`src/rtl/risc_pkg.sv`:
```
// Shared core package: loader sync byte, loader state encoding, checksum helper
// and the opcode/type constants already used by the core.
package risc_pkg;

    localparam logic [7:0] LOADER_SYNC = 8'hA5;

    typedef enum logic [2:0] {
        LD_IDLE   = 3'd0,
        LD_LEN_HI = 3'd1,
        LD_LEN_LO = 3'd2,
        LD_DATA   = 3'd3,
        LD_CSUM   = 3'd4,
        LD_DONE   = 3'd5,
        LD_ERR    = 3'd6
    } loader_state_e;

    // Primary opcode field [31:26] of the core's instruction word
    localparam logic [5:0] OPC_RTYPE = 6'h00;
    localparam logic [5:0] OPC_MAC   = 6'h03;
    localparam logic [5:0] OPC_ADDI  = 6'h0A;
    localparam logic [5:0] OPC_HALT  = 6'h3F;

    localparam logic [1:0] TYPE_R = 2'd0;
    localparam logic [1:0] TYPE_I = 2'd1;
    localparam logic [1:0] TYPE_J = 2'd2;

    function automatic logic [7:0] csum_update(input logic [7:0] acc, input logic [7:0] b);
        return acc ^ b;
    endfunction

    function automatic logic state_is_ready(input loader_state_e s);
        logic r;
        case (s)
            LD_IDLE, LD_LEN_HI, LD_LEN_LO, LD_DATA, LD_CSUM: r = 1'b1;
            default:                                         r = 1'b0;
        endcase
        return r;
    endfunction

endpackage

```
`src/rtl/risc_word_pack.sv`:
```
// Byte-to-word packer: shifts bytes MSB-first and strobes when the 4th byte of a word arrives.
module risc_word_pack
    import risc_pkg::*;
(
    input  logic        clk,
    input  logic        rst_n,
    input  logic        byte_valid,
    input  logic [7:0]  byte_data,
    output logic [31:0] word,
    output logic        word_valid
);

    logic [23:0] shift_r;
    logic [1:0]  cnt_r;

    // Hold the three most recent bytes and count position within the word
    always_ff @(posedge clk) begin
        if (!rst_n) begin
            shift_r <= 24'd0;
            cnt_r   <= 2'd0;
        end else if (byte_valid) begin
            shift_r <= {shift_r[15:0], byte_data};
            cnt_r   <= cnt_r + 2'd1;
        end
    end

    assign word       = {shift_r, byte_data};
    assign word_valid = byte_valid && (cnt_r == 2'd3);

endmodule

```
`src/rtl/risc_prog_loader.sv`:
```
// Byte-stream program loader: parses A5/length/words frames into core word memory.
// Define RISC_LOADER_CHECKSUM_EN to require a trailing XOR checksum byte.
module risc_prog_loader
    import risc_pkg::*;
#(
    parameter int unsigned BASE_ADDR = 0,
    parameter int unsigned MEM_DEPTH = 1024
) (
    input  logic        clk1,
    input  logic        rst_n,
    input  logic        s_valid,
    input  logic [7:0]  s_data,
    output logic        s_ready,
    output logic        mem_we,
    output logic [9:0]  mem_addr,
    output logic [31:0] mem_wdata,
    output logic        core_run,
    output logic        load_done,
    output logic        load_err
);

    localparam int unsigned MAX_WORDS = MEM_DEPTH - BASE_ADDR;
    localparam logic [9:0]  BASE_W    = 10'(BASE_ADDR);

    loader_state_e state_r, state_next;
    logic          ready_r;
    logic [7:0]    len_hi_r;
    logic [15:0]   len_r;
    logic [9:0]    word_idx_r;
    logic          accept_s;
    logic          pack_valid_s;
    logic [15:0]   len_s;
    logic          len_ok_s;
    logic          last_word_s;
    logic [31:0]   word_s;
    logic          word_valid_s;
`ifdef RISC_LOADER_CHECKSUM_EN
    logic [7:0]    csum_r;
`endif

    assign accept_s     = s_valid && ready_r;
    assign pack_valid_s = accept_s && (state_r == LD_DATA);
    assign len_s        = {len_hi_r, s_data};
    assign len_ok_s     = (len_s != 16'd0) && ({16'd0, len_s} <= 32'(MAX_WORDS));
    assign last_word_s  = ({6'd0, word_idx_r} == (len_r - 16'd1));
    assign s_ready      = ready_r;

    risc_word_pack u_pack (
        .clk        (clk1),
        .rst_n      (rst_n),
        .byte_valid (pack_valid_s),
        .byte_data  (s_data),
        .word       (word_s),
        .word_valid (word_valid_s)
    );

    // Next-state decode for the frame parser
    always_comb begin
        state_next = state_r;
        case (state_r)
            LD_IDLE: begin
                if (accept_s && (s_data == LOADER_SYNC)) state_next = LD_LEN_HI;
                else                                     state_next = LD_IDLE;
            end
            LD_LEN_HI: begin
                if (accept_s) state_next = LD_LEN_LO;
                else          state_next = LD_LEN_HI;
            end
            LD_LEN_LO: begin
                if (accept_s) state_next = len_ok_s ? LD_DATA : LD_ERR;
                else          state_next = LD_LEN_LO;
            end
            LD_DATA: begin
                if (word_valid_s && last_word_s) begin
`ifdef RISC_LOADER_CHECKSUM_EN
                    state_next = LD_CSUM;
`else
                    state_next = LD_DONE;
`endif
                end else begin
                    state_next = LD_DATA;
                end
            end
`ifdef RISC_LOADER_CHECKSUM_EN
            LD_CSUM: begin
                if (accept_s) state_next = (s_data == csum_r) ? LD_DONE : LD_ERR;
                else          state_next = LD_CSUM;
            end
`endif
            LD_DONE: state_next = LD_DONE;
            LD_ERR:  state_next = LD_ERR;
            default: state_next = LD_ERR;
        endcase
    end

    // State, length and word-index registers; ready tracks the state being entered
    always_ff @(posedge clk1) begin
        if (!rst_n) begin
            state_r    <= LD_IDLE;
            ready_r    <= 1'b0;
            len_hi_r   <= 8'd0;
            len_r      <= 16'd0;
            word_idx_r <= 10'd0;
        end else begin
            state_r <= state_next;
            ready_r <= state_is_ready(state_next);
            if (accept_s && (state_r == LD_LEN_HI)) len_hi_r <= s_data;
            if (accept_s && (state_r == LD_LEN_LO)) len_r <= len_s;
            if (word_valid_s) word_idx_r <= word_idx_r + 10'd1;
        end
    end

`ifdef RISC_LOADER_CHECKSUM_EN
    // Running XOR over every accepted data byte
    always_ff @(posedge clk1) begin
        if (!rst_n) csum_r <= 8'd0;
        else if (pack_valid_s) csum_r <= csum_update(csum_r, s_data);
    end
`endif

    // Registered memory write port and sticky status outputs
    always_ff @(posedge clk1) begin
        if (!rst_n) begin
            mem_we    <= 1'b0;
            mem_addr  <= 10'd0;
            mem_wdata <= 32'd0;
            core_run  <= 1'b0;
            load_done <= 1'b0;
            load_err  <= 1'b0;
        end else begin
            mem_we <= word_valid_s;
            if (word_valid_s) begin
                mem_addr  <= BASE_W + word_idx_r;
                mem_wdata <= word_s;
            end
            core_run  <= (state_next == LD_DONE);
            load_done <= (state_next == LD_DONE);
            load_err  <= (state_next == LD_ERR);
        end
    end

endmodule

```
`config.mk`:
```
export PLATFORM = sky130hd
export DESIGN_NAME = risc_prog_loader
export DESIGN_NICKNAME = d
export VERILOG_FILES = /design/src/rtl/risc_pkg.sv /design/src/rtl/risc_word_pack.sv /design/src/rtl/risc_prog_loader.sv
export SDC_FILE = /design/constraint.sdc
export NUM_CORES = 1
export LEC_CHECK = 0
export BUFFER_PORTS_ARGS = -buffer_cell sky130_fd_sc_hd__buf_4
export CORE_UTILIZATION = 57
export CTS_CLUSTER_SIZE = 28
export DETAILED_ROUTE_END_ITERATION = 8
export GPL_TIMING_DRIVEN = 0
export PLACE_DENSITY_LB_ADDON = 0.2
export SYNTH_ARGS = -nofsm -noshare
export SYNTH_HDL_FRONTEND = slang
export SYNTH_SLANG_ARGS = --single-unit
```
`constraint.sdc`:
```
create_clock -name clk1 -period 2.73 [get_ports clk1]
set_clock_uncertainty 0.1 [all_clocks]
set_input_delay 0 -clock clk1 [delete_from_list [all_inputs] [get_ports clk1]]
set_output_delay 0 -clock clk1 [all_outputs]
set_load 0.01 [all_outputs]
```
==> impl_metrics.tcl <==
set metrics [dict create \
    cp-startpoint "len_r[0]" \
    wl_per_cell_um 14.1 \
    pre_cts_ws_ns 0.145 \
    via_per_inst 5.51 \
    synth_cells 541 \
    root_buffer "clkbuf_8" \
    final.setup.worst_slack_ns 0.107 \
    status "finished, final reports clean" \
    core-area_um2 7330 \
    maxCapViolCount 0 \
    grt_pass1_vias 3429 \
    layout.nets 632 \
    ys_seq_area_share_pct 50.2 \
    met2_wirelength_um 4710 \
    cts_tree "done" \
    grt_pass1_wl_um 16200 \
    clk_pin_slew_ns 0.10 \
    hold_slack_ns 0.150 \
    period_share_pct 96.1 \
    cts_max_path_buffers 2 \
    overflow 0 \
    synthFlopType "dfxtp_1" \
    cts_buffers 9 \
    die_area_um2 7980 \
    drc_errors 0 \
    drtIter0Drc 224 \
    slowest_delay_ns 0.50 \
    fillers 616 \
    utilization_pct 70.7 \
    leakage_nw 1.86 \
    worstReg2RegStart "len_r[0]" \
    area_growth_pct 19.3 \
    critPathKind "flip-flop to flip-flop" \
    grt_max_degree 21 \
    stdcell_area_um2 5190 \
    synth_top_area_cell "dfxtp_1" \
    drive_gt1_share_pct 13.0 \
    fin_cells 722 \
    ir_worst_vdd_mv 0.329 \
    clock-sinks 109 \
    seqCellArea_um2 2180 \
    syn_avg_cell_area_um2 8.03 \
    r2r-end "load_err" \
    top_layer "met4" \
    ctsResizeCount 0 \
    antenna_found_initial 0 \
    hp-class "primary input to flip-flop" \
    slew_viol_final 0 \
    grt_util_all_layers_pct 26.7 \
    cp-end-kind "flip-flop" \
    hold_viol_final 0 \
    worstPathArrival_ns 2.83 \
    setup_viol 0 \
    rsz0062_at_grt "false" \
    yosysTopAreaCellShare_pct 50.2 \
    crit_path_cell_trace "inv_1, ha_1, or3b_1, clkbuf_1, or4_1, o311ai_1, nand4_1, o32a_2, nor2b_2" \
    yosys-top-cells-count "nand2_1, dfxtp_1, a21oi_1" \
    clock_latency_ns 0.37 \
    drt.antenna.violating_nets 0 \
    yosysUniqueCellTypes 41 \
    netlist_top_cells_area "dfxtp_1, nand2_1, a21oi_1" \
    reg2reg_setup_slack_ns 0.11 \
    ys_async_sr_fraction_pct 0 \
    cts_htree_levels 3 \
    yosysMostFrequentCell "nand2_1" \
    timing.fmax_ghz 0.381 \
    synth-edff-count 0 \
    worst_pin_slew_ns 0.652 \
    diodes 0 \
    multiInputGateArea_um2 2000 \
    numPortBuffers 57 \
    dr_total_vias 3979 \
    first_pass_iters 5 \
    worstPathRequired_ns 2.94 \
    die-width_um 89.3 \
    synth_seq_cells 109 \
    dr_wl_met3_um 593 \
    relSlewSlack_pct 56.6 \
    start_util_pct 59.3 \
    slowest_stage "or4_1" \
    synth_nets 555 \
    die_h_um 89.3 \
    ios 58 \
    worstSetupStartpointType "flip-flop" \
    synth_area_um2 4350 \
    place_hpwl_um 7370 \
    ys_warn_count 0 \
    power.density_nw_per_um2 514 \
    met1_length_um 4710 \
    routed_wl_um 10200 \
    reg2reg_depth 9 \
    period_needed_ns 2.62 \
    path_max_fanout 8 \
    gp_congestion 0.873 \
    cp-endpoint "load_err" \
    placed_area_um2 4900 \
    row_count 31 \
    total_power_mw 2.67 \
    placedCellCount 697 \
    setup_tns_ns 0 \
]
==> power by group <==
part / leakage, nW / switching, mW / internal, mW
Clock: 0.103 / 0.581 / 0.385
Sequential: 0.878 / 0.00491 / 1.59
Combinational: 0.877 / 0.0653 / 0.0364
==> area by class of cell <==
cell class | instances | area share, %
clock buffer | 10 | 2.65
tap | 99 | 2.39
clock inverter | 6 | 1.16
inverter | 7 | 0.507
multi-input combinational | 390 | 38.6
buffer | 35 | 2.65
sequential | 109 | 42.1
timing repair buffer | 66 | 9.99
==> what timing repair did <==
| action | in CTS | in global routing |
|---|---|---|
| hold buffers | 9 | 0 |
| buffers inserted | 0 | 0 |
| endpoints found under the hold margin | 36 | 0 |
==> critical path: cells and delay by family (launching register included) <==
kind                       cells  cell delay [ns]
adders and majority gates      1             0.20
buffers and inverters          2             0.28
DFF                            1             0.39
AOI/OAI and AO/OA              2             0.50
and+or+nand+nor                4             1.10
==> sequential cells by signal (all words and copies together) (netlist names) <==
signal and flops:
mem_wdata 32, s_ready 1, len_r 16, mem_we 1, len_hi_r 8, load_done 1, u_pack.shift_r 24, u_pack.cnt_r 2
state_r 3, load_err 1, mem_addr 10, word_idx_r 10
==> per-layer routing <==
| metal | up-vias | track usage [%] |
|---|---|---|
| met3 | 13 | 3.32 |
| met2 | 147 | 43.8 |
| met5 | - | 0 |
| met1 | 1854 | 37.3 |
| met4 | 0 | 7.50 |
| li1 | 1965 | - |
==> worst min-delay path by stage <==
| stage | startpoint | slack, ns | cells past startpoint | end |
|---|---|---|---|---|
| after global routing | s_valid | 0.22 | 4 | state_r[1] |
| after global placement | rst_n | 0.15 | 3 | s_ready |
| after detailed placement | rst_n | 0.14 | 3 | s_ready |
| after floorplan | rst_n | 0.01 | 2 | s_ready |
| after CTS | s_valid | 0.14 | 4 | state_r[1] |
| final | s_valid | 0.15 | 4 | state_r[1] |
==> kinds of logic (layout without fill, tap and decap cells) <==
family                     after synthesis  count (layout)  share of synthesized area [%]
DFF                                    109             109                           50.2
buffers and inverters                   42             124                           3.77
and+or+nand+nor                        241             241                           23.6
adders and majority gates                3               3                          0.864
muxes                                   15              15                           3.45
AOI/OAI and AO/OA                      112             112                           14.3
xor gates and xnor gates                19              19                           3.83
==> cell usage in the layout (no fill, tap or decap), types with 2 or more instances in the layout <==
master	n
nand2_1	154
dfxtp_1	109
a21oi_1	83
buf_4	58
nor2_1	37
clkbuf_1	29
o21ai_0	16
mux2i_1	15
nor3_1	13
xnor2_1	10
clkbuf_8	10
xor2_1	9
dlygate4sd3_1	9
inv_1	6
nand3_1	6
or3_1	6
nand4_1	6
or4_1	4
nor4_1	4
and3_1	3
buf_1	3
ha_1	3
inv_8	3
nor2b_1	2
buf_2	2
nor3b_1	2
inv_6	2
No activity file was read; power rests on OpenSTA's default activity.
